===== config.mk =====
export PLATFORM = sky130hd
export DESIGN_NAME = fifo_uart_tx
export DESIGN_NICKNAME = d
export VERILOG_FILES = /design/src/rtl/fifo_uart_tx.sv
export SDC_FILE = /design/constraint.sdc
export NUM_CORES = 1
export LEC_CHECK = 0
export BUFFER_PORTS_ARGS = -buffer_cell sky130_fd_sc_hd__buf_2
export CELL_PAD_IN_SITES_DETAIL_PLACEMENT = 0
export CELL_PAD_IN_SITES_GLOBAL_PLACEMENT = 1
export CORE_UTILIZATION = 47
export CTS_CLUSTER_DIAMETER = 30
export DETAILED_ROUTE_END_ITERATION = 16
export GPL_TIMING_DRIVEN = 0
export PLACE_DENSITY = 0.9
export SLEW_MARGIN = 20
export SYNTH_ARGS = -nofsm -noshare
export SYNTH_HDL_FRONTEND = slang
export SYNTH_SLANG_ARGS = --single-unit
export TNS_END_PERCENT = 50

===== constraint.sdc =====
create_clock -name clk -period 3.5 [get_ports clk]
set_input_delay 0.175 -clock clk [delete_from_list [all_inputs] [get_ports clk]]
set_output_delay 0.175 -clock clk [all_outputs]
set_load 0.02 [all_outputs]

===== src/rtl/fifo_uart_tx.sv =====
// -----------------------------------------------------------------------------
// fifo_uart_tx
//   Drain stage that sits between a FIFO read port and a board pin. It pops
//   one byte at a time from the FIFO and serialises it as a UART frame:
//   a start bit, then DATA_W data bits LSB first, then an optional even parity
//   bit, then a stop bit. It never reads while the FIFO reports empty.
//
// Parameters
//   CLKS_PER_BIT  clk cycles per serial bit (>= 2)
//   DATA_W        data bits per frame; matches the FIFO data width (>= 2)
//   PARITY_EN     1 = insert an even parity bit before the stop bit
//
// Ports
//   clk         system clock, rising edge
//   rst_n       asynchronous active-low reset; aborts any frame in flight
//   tx_en       1 = new frames may start; 0 = finish current frame, then idle
//   fifo_empty  FIFO empty flag
//   fifo_data   FIFO data_out, valid the cycle after fifo_rd
//   fifo_rd     FIFO read strobe, one cycle per byte
//   tx          serial line, idle high, registered
//   tx_busy     high from the fetch cycle through the last stop-bit cycle
//   frame_done  one-cycle pulse in the last cycle of each stop bit
// -----------------------------------------------------------------------------
`default_nettype none

module fifo_uart_tx #(
  parameter int CLKS_PER_BIT = 16,
  parameter int DATA_W       = 8,
  parameter int PARITY_EN    = 0
) (
  input  logic              clk,
  input  logic              rst_n,
  input  logic              tx_en,
  input  logic              fifo_empty,
  input  logic [DATA_W-1:0] fifo_data,
  output logic              fifo_rd,
  output logic              tx,
  output logic              tx_busy,
  output logic              frame_done
);

  localparam int CNT_W = $clog2(CLKS_PER_BIT);
  localparam int IDX_W = (DATA_W > 1) ? $clog2(DATA_W) : 1;

  localparam logic [CNT_W-1:0] CNT_LAST = CNT_W'(CLKS_PER_BIT - 1);
  // frame_done is registered, so it is raised one count before the final
  // stop-bit cycle in order to be high exactly during that cycle.
  localparam logic [CNT_W-1:0] CNT_PRE  = CNT_W'(CLKS_PER_BIT - 2);
  localparam logic [IDX_W-1:0] IDX_LAST = IDX_W'(DATA_W - 1);

  typedef enum logic [2:0] {
    S_IDLE,
    S_FETCH,
    S_LOAD,
    S_START,
    S_DATA,
    S_PARITY,
    S_STOP
  } state_t;

  state_t            state;
  logic [CNT_W-1:0]  cnt;
  logic [IDX_W-1:0]  idx;
  logic [DATA_W-1:0] shift_p0;
  logic              par_p0;
  logic              bit_end;

  function automatic logic even_parity(input logic [DATA_W-1:0] d);
    return ^d;
  endfunction

  assign bit_end = (cnt == CNT_LAST);

  // Stage p0: byte captured from the FIFO in LOAD, shifted right once per
  // finished data bit so that bit 1 is always the next bit to send.
  always_ff @(posedge clk) begin
    if (state == S_LOAD) begin
      shift_p0 <= fifo_data;
      par_p0   <= even_parity(fifo_data);
    end else if (state == S_DATA && bit_end && idx != IDX_LAST) begin
      shift_p0 <= shift_p0 >> 1;
    end
  end

  // Frame sequencer. All outputs are registered; each is set on the edge
  // that enters the state in which it must be visible.
  always_ff @(posedge clk or negedge rst_n) begin
    if (!rst_n) begin
      state      <= S_IDLE;
      cnt        <= '0;
      idx        <= '0;
      tx         <= 1'b1;
      fifo_rd    <= 1'b0;
      tx_busy    <= 1'b0;
      frame_done <= 1'b0;
    end else begin
      fifo_rd    <= 1'b0;
      frame_done <= 1'b0;
      case (state)
        S_IDLE: begin
          tx      <= 1'b1;
          tx_busy <= 1'b0;
          cnt     <= '0;
          idx     <= '0;
          if (tx_en && !fifo_empty) begin
            state   <= S_FETCH;
            fifo_rd <= 1'b1;
            tx_busy <= 1'b1;
          end
        end

        S_FETCH: begin
          state <= S_LOAD;
          cnt   <= '0;
        end

        S_LOAD: begin
          state <= S_START;
          cnt   <= '0;
          tx    <= 1'b0;
        end

        S_START: begin
          if (bit_end) begin
            state <= S_DATA;
            cnt   <= '0;
            idx   <= '0;
            tx    <= shift_p0[0];
          end else begin
            cnt <= cnt + 1'b1;
          end
        end

        S_DATA: begin
          if (bit_end) begin
            cnt <= '0;
            if (idx == IDX_LAST) begin
              if (PARITY_EN != 0) begin
                state <= S_PARITY;
                tx    <= par_p0;
              end else begin
                state <= S_STOP;
                tx    <= 1'b1;
              end
            end else begin
              idx <= idx + 1'b1;
              // shift_p0 shifts on this same edge, so its bit 1 is the next bit.
              tx  <= shift_p0[1];
            end
          end else begin
            cnt <= cnt + 1'b1;
          end
        end

        S_PARITY: begin
          if (bit_end) begin
            state <= S_STOP;
            cnt   <= '0;
            tx    <= 1'b1;
          end else begin
            cnt <= cnt + 1'b1;
          end
        end

        S_STOP: begin
          tx <= 1'b1;
          if (bit_end) begin
            cnt <= '0;
            if (tx_en && !fifo_empty) begin
              state   <= S_FETCH;
              fifo_rd <= 1'b1;
            end else begin
              state   <= S_IDLE;
              tx_busy <= 1'b0;
            end
          end else begin
            cnt <= cnt + 1'b1;
            if (cnt == CNT_PRE) begin
              frame_done <= 1'b1;
            end
          end
        end

        default: begin
          state   <= S_IDLE;
          cnt     <= '0;
          tx      <= 1'b1;
          tx_busy <= 1'b0;
        end
      endcase
    end
  end

endmodule

`default_nettype wire

==> impl_metrics.csv <==
group,metric,value,unit
global_route,grt_pass1_vias,726,
synthesis,synth_top_family_by_area,"simple AND/OR/NAND/NOR gates",
clock_network,cts_made_buffers,3,
floorplan,die_area,2549,sq um
clock_network,h-tree-depth,1,
global_route,grt_pass1_wl,3312,microns
placement,pre_cts_slack,1.344,ns
floorplan,die_y,50.49,microns
sta,tightest_slew,0.6164,ns
power,pwr-share-seq,0.668,
cells_and_area,syn_to_final_growth,13.25,%
clock_network,clock-sinks,22,
synthesis,netlist_instances,97,
cells_and_area,drive_gt1_frac,0.2991,
synthesis,synthFlopType,"dfrtp_1",
setup_path,required,3.52,ns
placement,place_congestion,0.8214,
floorplan,rows,17,
synthesis,syn_area,1105,sq um
sta,setup_viol_count_final,0,
setup_path,regToRegSetupSlack,1.34,ns
synthesis,ys_ff_latch,22,
placement,dp_hpwl,1344,microns
sta,slew_viol_final,0,
synthesis,async_reset_ff_frac,0.6364,
synthesis,syn_nets,113,
global_route,grt_max_degree,15,
floorplan,num_io_pins,16,
placement,io_buffer_count,15,
run_status,status,"complete, no violations",
global_route,track_usage,0.1794,
setup_path,cp-start-kind,"flip-flop",
drt,via_per_inst,5.414,
synthesis,synth.most_common_cell,"dfrtp_1",
drt,vias,785,
setup_path,r2r_cells,5,
clock_network,cts-root-buf,"clkbuf_4",
drt,dr.pass1.iters,3,
synthesis,synth_common_cells,"dfrtp_1, edfxtp_1, mux2_2, nand2_1",
drt,drc,0,
cells_and_area,insertedDiodeCount,0,
setup_path,cp.arrival,2.18,ns
global_route,grt-ovfl-total,0,
synthesis,synth_edf_count,8,
hold_path,hold_depth,2,
synthesis,synthSimpleGateAreaFrac,0.1461,
synthesis,yosys.area_share.adder,0.05436,
synthesis,synth_top_area_share,0.2945,
hold_path,hold_end,"shift_p0[7]",
clock_network,ctsHoldBuffers,1,
setup_path,crit_path_end_kind,"flip-flop",
setup_path,worstSetupPathType,"reg2reg",
setup_path,r2r-end,"shift_p0[7]",
synthesis,yosysWarnings,0,
setup_path,crit_start,"idx[0]",
clock_network,cts_resized,0,
clock_network,clkTransAtPathRegs,0.11,ns
job,maxCapViolCount,0,
synthesis,synth_area_leaders,"dfrtp_1, edfxtp_1, mux2_2",
cells_and_area,layout.nets,134,
setup_path,r2r-start,"idx[0]",
sta,period_share,0.6165,
sta,rsz0062_at_grt,"no",
power,p_sw_frac,0.2053,
clock_network,cts_tree,"done",
floorplan,die_w,50.49,microns
clock_network,cts.path.max_buffers,2,
drt,ant_nets,0,
synthesis,synth_compound_area_frac,0.1189,
hold_path,min_path_type,"in2reg",
global_route,antenna_found_initial,0,
sta,postLayoutSetupSlackWorst,1.342,ns
power,p_leak,0.5333,nW
sta,hold_viol,0,
synthesis,synth.yosys.seq_area_share,0.5357,
sta,fin_skew,0.004645,ns
power,p_int,0.3157,mW
drt,drt_iter0_markers,15,
synthesis,post_synth_xor_area_fraction,0.01586,
drt,detail_route.wirelength,1879,microns
hold_path,min_from,"fifo_data[7]",
setup_path,crit_fanout,8,
synthesis,postSynthAreaPerCell,11.39,sq um
floorplan,start_util,0.4994,
sta,final.setup.tns,0,ns
power,ir_drop,0.1885,mV
synthesis,synthMuxAreaShare,0.09513,
sta,slew_headroom,0.5868,
power,netSwitchingPower,0.08154,mW
drt,wl_per_cell,12.96,microns
floorplan,core,2212,sq um
power,clkPwrFrac,0.303,
power,p_per_area,317.5,nW/um^2
clock_network,cts_setup_buffers,0,
synthesis,ys_types,35,
clock_network,insertion_delay,0.31,ns
synthesis,yosys.area.top_type,"dfrtp_1",
sta,clock.fmax,463.5,MHz
sta,finalCriticalPeriod,2.158,ns
power,power_frac_comb,0.029,
cells by family (layout without fill, tap and decap cells):
group | after synthesis | after routing
compound gates | 20 | 20
xor+xnor | 2 | 2
fa+ha+maj | 5 | 5
buf+inv | 8 | 28
flops | 22 | 22
mux | 9 | 9
simple gates | 31 | 31
through the flow:
| step | util | area (sq um) | std cells | power (mW) | hold WS, ns |
|---|---|---|---|---|---|
| after detailed placement | 0.5492 | 1215 | 140 | 0.2814 | 0.09007 |
| after floorplan | - | 1105 | 97 | 0.2723 | -0.1206 |
| after CTS | 0.5656 | 1251 | 145 | 0.4039 | 0.1336 |
| after global placement | 0.5492 | 1215 | 140 | 0.2811 | 0.08805 |
| final | 0.5656 | 1251 | 145 | 0.3973 | 0.1402 |
| after global routing | 0.5656 | 1251 | 145 | 0.4143 | 0.1309 |
worst max-delay path by stage:
stage | depth (start not counted) | to | slack [ns]
final | 5 | shift_p0[7] | 1.34
after global routing | 5 | shift_p0[7] | 1.23
after CTS | 5 | shift_p0[7] | 1.34
after detailed placement | 5 | shift_p0[5] | 1.34
after global placement | 5 | shift_p0[7] | 1.38
after floorplan | 5 | shift_p0[0] | 1.53
final cells by class:
class                   instances  area [sq um]
clock buffers                   4         26.28
well taps                      28         35.03
fillers                       205         960.9
flip-flops and latches         22         591.8
repair buffers                 16         85.08
inverters                       3         11.26
multi-input cells              67         475.5
plain buffers                   5         26.28
worst max-delay path: stages (launching register included):
cell,delay [ns]
dfrtp_1,0.40
ha_1,0.20
ha_1,0.20
or4b_1,0.57
nor2_1,0.22
or2_2,0.28
power by group through the flow:
stage                     clock, mW  sequential, mW  combinational (mW)
after floorplan                   0           0.271             0.00161
after global placement            0           0.271              0.0105
after detailed placement          0           0.271              0.0108
after CTS                     0.127           0.265              0.0118
after global routing          0.136           0.265              0.0130
final                         0.121           0.265              0.0114
registers in the layout (all words and copies together) (netlist names):
register	count
cnt	4
fifo_rd	1
frame_done	1
idx	3
shift_p0	8
state	3
tx	1
tx_busy	1
per-layer routing:
layer | routed length [microns] | vias to the layer above | GRT usage
li1 | - | 394 | -
met5 | 0 | - | 0
met2 | 883 | 13 | 0.2756
met1 | 894 | 373 | 0.2312
met4 | 51 | 0 | 0.1111
met3 | 50 | 5 | 0.03636
cells in the final DEF (no fill, tap or decap), types with 2 or more instances in the layout:
cell type	netlist	routed
o21ai_0	6	6
clkbuf_4	0	3
a21oi_1	6	6
nor3_1	4	4
nand3_1	2	2
nor2_1	6	6
inv_1	3	3
nor4_1	2	2
nand2_1	8	8
dfrtp_1	13	13
mux2_2	8	8
edfxtp_1	8	8
nor2b_1	2	2
a22o_1	2	2
ha_1	4	4
buf_2	3	18
clkbuf_1	1	2
(Power assumes the default switching activity.)
